$ cat src/rtl/knight_action_ctrl.sv
// knight_action_ctrl: per-frame action scheduler for the Knight player.
// Decodes the active keycode, sequences jump/fall/attack/cooldown and issues
// one registered motion command per frame (1 frame keycode-to-output latency).
// Optional attack input buffer: define KNIGHT_ATTACK_BUFFER_EN to enable it.
module knight_action_ctrl #(
    parameter int JUMP_FRAMES     = 27,
    parameter int ATTACK_FRAMES   = 12,
    parameter int HIT_START       = 3,
    parameter int HIT_END         = 8,
    parameter int COOLDOWN_FRAMES = 20,
    parameter int BUFFER_FRAMES   = 6
) (
    input  logic       frame_clk,
    input  logic       Reset_n,
    input  logic [7:0] keycode,
    input  logic       grounded,
    output logic [1:0] x_cmd,
    output logic [1:0] y_cmd,
    output logic [3:0] status,
    output logic       inverse,
    output logic       hitbox_valid,
    output logic       cooldown_busy
);

    localparam logic [7:0] KEY_LEFT   = 8'h50;
    localparam logic [7:0] KEY_RIGHT  = 8'h4F;
    localparam logic [7:0] KEY_DOWN   = 8'h51;
    localparam logic [7:0] KEY_JUMP   = 8'h52;
    localparam logic [7:0] KEY_ATTACK = 8'h1B;

    localparam logic [1:0] X_NONE  = 2'b00;
    localparam logic [1:0] X_RIGHT = 2'b01;
    localparam logic [1:0] X_LEFT  = 2'b10;
    localparam logic [1:0] Y_NONE  = 2'b00;
    localparam logic [1:0] Y_UP    = 2'b01;
    localparam logic [1:0] Y_DOWN  = 2'b10;
    localparam logic [1:0] Y_FAST  = 2'b11;

    localparam int JW = $clog2(JUMP_FRAMES) + 1;
    localparam int AW = $clog2(ATTACK_FRAMES) + 1;
    localparam int CW = $clog2(COOLDOWN_FRAMES) + 1;

    localparam logic [JW-1:0] JCNT_LAST = JW'(JUMP_FRAMES - 1);
    localparam logic [AW-1:0] ACNT_LAST = AW'(ATTACK_FRAMES - 1);
    localparam logic [AW-1:0] HIT_LO    = AW'(HIT_START);
    localparam logic [AW-1:0] HIT_HI    = AW'(HIT_END);
    localparam logic [CW-1:0] COOL_LOAD = CW'(COOLDOWN_FRAMES);

    // Encoding equals the status code driven to the sprite logic.
    typedef enum logic [2:0] {
        ST_IDLE   = 3'd0,
        ST_WALK   = 3'd1,
        ST_JUMP   = 3'd2,
        ST_FALL   = 3'd3,
        ST_ATTACK = 3'd4
    } state_t;

    state_t        state, state_nxt;
    logic [JW-1:0] jcnt, jcnt_nxt;
    logic [AW-1:0] acnt, acnt_nxt;
    logic [CW-1:0] cool, cool_nxt;
    logic [7:0]    key_prev;

    logic [1:0] x_nxt, y_nxt;
    logic       inv_nxt, hit_nxt;

    logic       is_left, is_right, is_dir;
    logic [1:0] dir_x;
    logic       jump_edge, atk_edge;
    logic       atk_ok, atk_go, buf_armed;

    assign is_left   = (keycode == KEY_LEFT);
    assign is_right  = (keycode == KEY_RIGHT);
    assign is_dir    = is_left || is_right;
    assign dir_x     = is_left ? X_LEFT : (is_right ? X_RIGHT : X_NONE);
    assign jump_edge = (keycode == KEY_JUMP)   && (key_prev != KEY_JUMP);
    assign atk_edge  = (keycode == KEY_ATTACK) && (key_prev != KEY_ATTACK);

    // An attack starts on a fresh press (or a buffered one) once cooled down.
    assign atk_ok = (cool == '0) && (state != ST_ATTACK);
    assign atk_go = atk_ok && (atk_edge || buf_armed);

`ifdef KNIGHT_ATTACK_BUFFER_EN
    localparam int BW = $clog2(BUFFER_FRAMES) + 1;

    logic [BW-1:0] atk_buf;

    assign buf_armed = (atk_buf != '0);

    // Buffer arms on a rejected press, clears when consumed, else counts down.
    always_ff @(posedge frame_clk or negedge Reset_n) begin
        if (!Reset_n)
            atk_buf <= '0;
        else if (atk_go)
            atk_buf <= '0;
        else if (atk_edge)
            atk_buf <= BW'(BUFFER_FRAMES);
        else if (buf_armed)
            atk_buf <= atk_buf - 1'b1;
    end
`else
    // Without the buffer a rejected press is simply dropped.
    assign buf_armed = 1'b0 & (BUFFER_FRAMES != 0);
`endif

    // Next state, counters and the outputs belonging to the next state.
    always_comb begin
        // NOTE: every signal gets a default first so no path can infer a latch.
        state_nxt = state;
        jcnt_nxt  = '0;
        acnt_nxt  = '0;
        cool_nxt  = cool;
        x_nxt     = X_NONE;
        y_nxt     = Y_NONE;
        inv_nxt   = inverse;
        hit_nxt   = 1'b0;

        case (state)
            ST_IDLE, ST_WALK: begin
                if (atk_go)
                    state_nxt = ST_ATTACK;
                else if (jump_edge && grounded)
                    state_nxt = ST_JUMP;
                else if (!grounded)
                    state_nxt = ST_FALL;
                else
                    state_nxt = is_dir ? ST_WALK : ST_IDLE;
            end
            ST_JUMP: begin
                if (atk_go)
                    state_nxt = ST_ATTACK;
                else if ((keycode != KEY_JUMP) || (jcnt == JCNT_LAST))
                    state_nxt = ST_FALL;
            end
            ST_FALL: begin
                if (atk_go)
                    state_nxt = ST_ATTACK;
                else if (grounded)
                    state_nxt = is_dir ? ST_WALK : ST_IDLE;
            end
            ST_ATTACK: begin
                if (acnt == ACNT_LAST)
                    state_nxt = grounded ? ST_IDLE : ST_FALL;
            end
            default: state_nxt = ST_IDLE;
        endcase

        // Frame counters restart at 0 on every entry into their state.
        if (state == ST_JUMP && state_nxt == ST_JUMP)
            jcnt_nxt = jcnt + 1'b1;
        if (state == ST_ATTACK && state_nxt == ST_ATTACK)
            acnt_nxt = acnt + 1'b1;

        // Cooldown loads as the attack ends and drains while not attacking.
        if (state == ST_ATTACK) begin
            if (acnt == ACNT_LAST)
                cool_nxt = COOL_LOAD;
        end else if (cool != '0) begin
            cool_nxt = cool - 1'b1;
        end

        // Facing follows direction keys except while attacking.
        if (state_nxt != ST_ATTACK) begin
            if (is_left)
                inv_nxt = 1'b1;
            else if (is_right)
                inv_nxt = 1'b0;
        end

        case (state_nxt)
            ST_WALK: x_nxt = dir_x;
            ST_JUMP: begin
                x_nxt = dir_x;
                y_nxt = Y_UP;
            end
            ST_FALL: begin
                x_nxt = dir_x;
                y_nxt = (keycode == KEY_DOWN) ? Y_FAST : Y_DOWN;
            end
            ST_ATTACK: begin
                x_nxt   = grounded ? X_NONE : dir_x;
                y_nxt   = grounded ? Y_NONE : Y_DOWN;
                hit_nxt = (acnt_nxt >= HIT_LO) && (acnt_nxt <= HIT_HI);
            end
            default: ;
        endcase
    end

    // State, counters and registered outputs; reset aborts any action.
    always_ff @(posedge frame_clk or negedge Reset_n) begin
        if (!Reset_n) begin
            state         <= ST_IDLE;
            jcnt          <= '0;
            acnt          <= '0;
            cool          <= '0;
            key_prev      <= 8'h00;
            x_cmd         <= X_NONE;
            y_cmd         <= Y_NONE;
            status        <= 4'd0;
            inverse       <= 1'b0;
            hitbox_valid  <= 1'b0;
            cooldown_busy <= 1'b0;
        end else begin
            // NOTE: non-blocking updates so every register samples pre-edge values.
            state         <= state_nxt;
            jcnt          <= jcnt_nxt;
            acnt          <= acnt_nxt;
            cool          <= cool_nxt;
            key_prev      <= keycode;
            x_cmd         <= x_nxt;
            y_cmd         <= y_nxt;
            status        <= {1'b0, state_nxt};
            inverse       <= inv_nxt;
            hitbox_valid  <= hit_nxt;
            cooldown_busy <= (cool_nxt != '0);
        end
    end

endmodule
$ cat config.mk
export PLATFORM = sky130hd
export DESIGN_NAME = knight_action_ctrl
export DESIGN_NICKNAME = d
export VERILOG_FILES = /design/src/rtl/knight_action_ctrl.sv
export SDC_FILE = /design/constraint.sdc
export NUM_CORES = 1
export LEC_CHECK = 0
export ABC_AREA = 0
export CAP_MARGIN = 20
export CORE_ASPECT_RATIO = 1.4
export CORE_MARGIN = 8
export CORE_UTILIZATION = 60
export CTS_BUF_LIST = sky130_fd_sc_hd__clkbuf_16
export CTS_CLUSTER_SIZE = 8
export DETAILED_ROUTE_END_ITERATION = 10
export DONT_BUFFER_PORTS = 1
export GPL_TIMING_DRIVEN = 0
export PLACE_DENSITY = 0.8
export SLEW_MARGIN = 5
export SYNTH_ARGS = -nofsm -noshare
export SYNTH_HDL_FRONTEND = slang
export SYNTH_SLANG_ARGS = --single-unit
export TNS_END_PERCENT = 10
$ cat constraint.sdc
create_clock -name frame_clk -period 3.52 [get_ports frame_clk]
set_input_delay 0.352 -clock frame_clk [delete_from_list [all_inputs] [get_ports frame_clk]]
set_output_delay 0.352 -clock frame_clk [all_outputs]
set_load 0.01 [all_outputs]
==> impl_metrics.ini <==
[run_status]
run_status = complete, no violations

[global_route]
grt_pass1_vias = 1301
grt_pass1_wl_um = 5730
use_met3 = 0.0565
grtUsageMet1 = 0.157
grt_use_total = 0.161
top_usage_layer = met2
antenna_found_initial = 0
use_met2 = 0.284
grt_overflow = 0
grt_max_degree = 36

[place]
portBuffers = 0
finalWeightedCongestion = 0.903
dp.cells = 204
pre_cts_slack_ns = 1.31
hpwl_um = 2590

[min_path]
min_path_type = input pin to flop
hold_start = keycode[5]

[sta]
hold_violations = 0
tns_ns = 0
worst_pin_slew_ns = 0.625
min_period_ns = 2.24
fin_crit_sh = 0.636
setup_violations = 0
fmax_ghz = 0.447
rsz0062_at_grt = false
max_slew_margin = 0.577
fin_skew_ns = 0.00148
final_max_slew_viol_count = 0
setup_slack_ns = 1.28

[floorplan]
initial_core_util = 0.614
core_region_area_um2 = 2790
die-area_um2 = 4850
die_w_um = 61.2
io_pins = 22
placementRows = 23
dieHeight_um = 79.2

[finish]
num_antenna_cells = 0
multi_input_area_um2 = 786
final_cells = 214
syn_to_final_growth_pct = 12.5
fillers = 220
seq_area_um2 = 876
drive_above_1_share = 0.0734
num-nets-final = 192

[clock_tree]
cts_tree = done
cts-root-buf = clkbuf_16
cts_setup_buffers = 0
clock_sinks = 35
cts_inserted_buffers = 5
cts_buffer_depth = 2
htreeDepth = 2
clock_latency_ns = 0.27
clkTransAtPathRegs_ns = 0.05

[critical_path]
r2r_cells = 6
required_ns = 3.66
crit_end = cooldown_busy$_DFF_PN0_
regToRegEndpoint = cooldown_busy$_DFF_PN0_
worstSetupPathType = flop to flop
critPathLaunchType = flop
cp.arrival_ns = 2.38
path_max_fanout = 7
reg2reg_slack_ns = 1.28
cp-end-kind = flop
startpoint = acnt[0]$_DFF_PN0_
rr_startpoint = acnt[0]$_DFF_PN0_

[power]
p_leak_nw = 0.886
internal_power_w = 0.000708
switching_share = 0.232
p_seq_frac = 0.493
combPwrFrac = 0.069
ir_drop_uv = 389
power_density_nw_per_um2 = 478
p_switching_w = 0.000213
clkPwrFrac = 0.439

[synth]
yosysTopAreaCellShare = 0.511
yosys_most_used_dff = dfrtp_1
synth_area_leaders = dfrtp_1, nor2_1, ha_1, nand2_1, nand3_1
yosys_warnings = 0
synth_cells = 167
mappedNetlistArea_um2 = 1710
yosysUniqueCellTypes = 53
yosysSeqAreaShare = 0.511
ys_seq_elements = 35
synth_nets = 183
synth_edf_count = 0
synth_commonest_cells = dfrtp_1, nor2_1, nand2_1, nand3_1, inv_1
synthArstFlopShare = 1.00
yosys.area.top_type = dfrtp_1
synth_area_per_cell_um2 = 10.3
synth_most_common_cell = dfrtp_1

[routing]
ant_nets = 0
routed_wl_um = 3520
vias = 1265
drt_iter0_markers = 54
firstDrtPassIters = 4
avgRoutedWirePerCell_um = 16.4
drcViolationCount = 0
via_per_inst = 5.91

[flow_run]
maxCapViolCount = 0
state kept, by name, indices dropped and copies added (netlist names):
register and flops:
key_prev 8, jcnt 6, acnt 5, hitbox_valid 1, status 3, x_cmd 2, cooldown_busy 1, inverse 1
y_cmd 2, cool 6
worst max-delay path: stages (launching register included):
cell and delay, ns:
dfrtp_1 0.45, ha_1 0.31, and4bb_1 0.30, nor2_1 0.11, a21o_1 0.20, a221o_1 0.34
or4_1 0.40
per-stage QoR:
step / util / hold WS (ns) / cell area, um^2 / power, W
floorplan: - / 0.0564 / 1710 / 0.000498
finish: 0.691 / 0.103 / 1930 / 0.000921
detailed placement: 0.631 / 0.0576 / 1760 / 0.000513
global placement: 0.631 / 0.0573 / 1760 / 0.000512
global route: 0.691 / 0.0941 / 1930 / 0.000959
CTS: 0.691 / 0.0975 / 1930 / 0.000932
layout make-up:
class                      count  area share
timing repair buffer           2      0.0156
inverter                       7      0.0136
tap                           37      0.0240
sequential                    35       0.454
buffer                         4      0.0136
clock buffer                   5      0.0649
multi-input combinational    121       0.408
clock inverter                 3     0.00649
power groups by stage:
stage / logic (W) / clock network [W] / registers [W]
after floorplan: 0.0000442 / 0 / 0.000454
after global placement: 0.0000519 / 0 / 0.000460
after detailed placement: 0.0000523 / 0 / 0.000461
after CTS: 0.0000652 / 0.000413 / 0.000455
after global routing: 0.0000734 / 0.000429 / 0.000457
final: 0.0000631 / 0.000404 / 0.000454
layout by cell type (no fill, tap or decap), types with 3 or more instances in the layout:
cell type	instances
dfrtp_1	35
nor2_1	20
nand2_1	12
inv_1	9
nand3_1	8
o21ai_0	6
ha_1	5
clkbuf_16	5
nand2b_1	4
o21ai_1	4
nor3_1	4
xor2_1	4
nor4b_1	3
and2_1	3
a21oi_1	3
a21o_1	3
nand4b_1	3
xnor2_1	3
what timing repair did:
item	4_1_cts	5_1_grt
hold endpoints to repair	35	0
gates resized for setup	0	0
hold buffers	2	0
worst min path at each step:
stage / cells past startpoint / slack (ns) / to
2_1_floorplan: 0 / 0.06 / acnt[0]$_DFF_PN0_
3_3_place_gp: 0 / 0.06 / acnt[3]$_DFF_PN0_
3_5_place_dp: 0 / 0.06 / acnt[3]$_DFF_PN0_
4_1_cts: 0 / 0.1 / key_prev[5]$_DFF_PN0_
5_1_grt: 0 / 0.09 / key_prev[7]$_DFF_PN0_
6_report: 0 / 0.10 / key_prev[5]$_DFF_PN0_
per-layer routing:
metal  part of all wire  up-vias
met2               0.56       26
met5                  0        -
met1               0.36      613
li1                   -      617
met4              0.022        0
met3              0.053        9
cells by family after synthesis:
family,share of synthesized area
buffers and inverters,0.0307
muxes,0.0124
xor gates and xnor gates,0.0358
and+or+nand+nor,0.245
adders and majority gates,0.0365
AOI/OAI and AO/OA,0.127
DFF,0.511
other,0.00219
No activity file was read; power rests on OpenSTA's default activity.
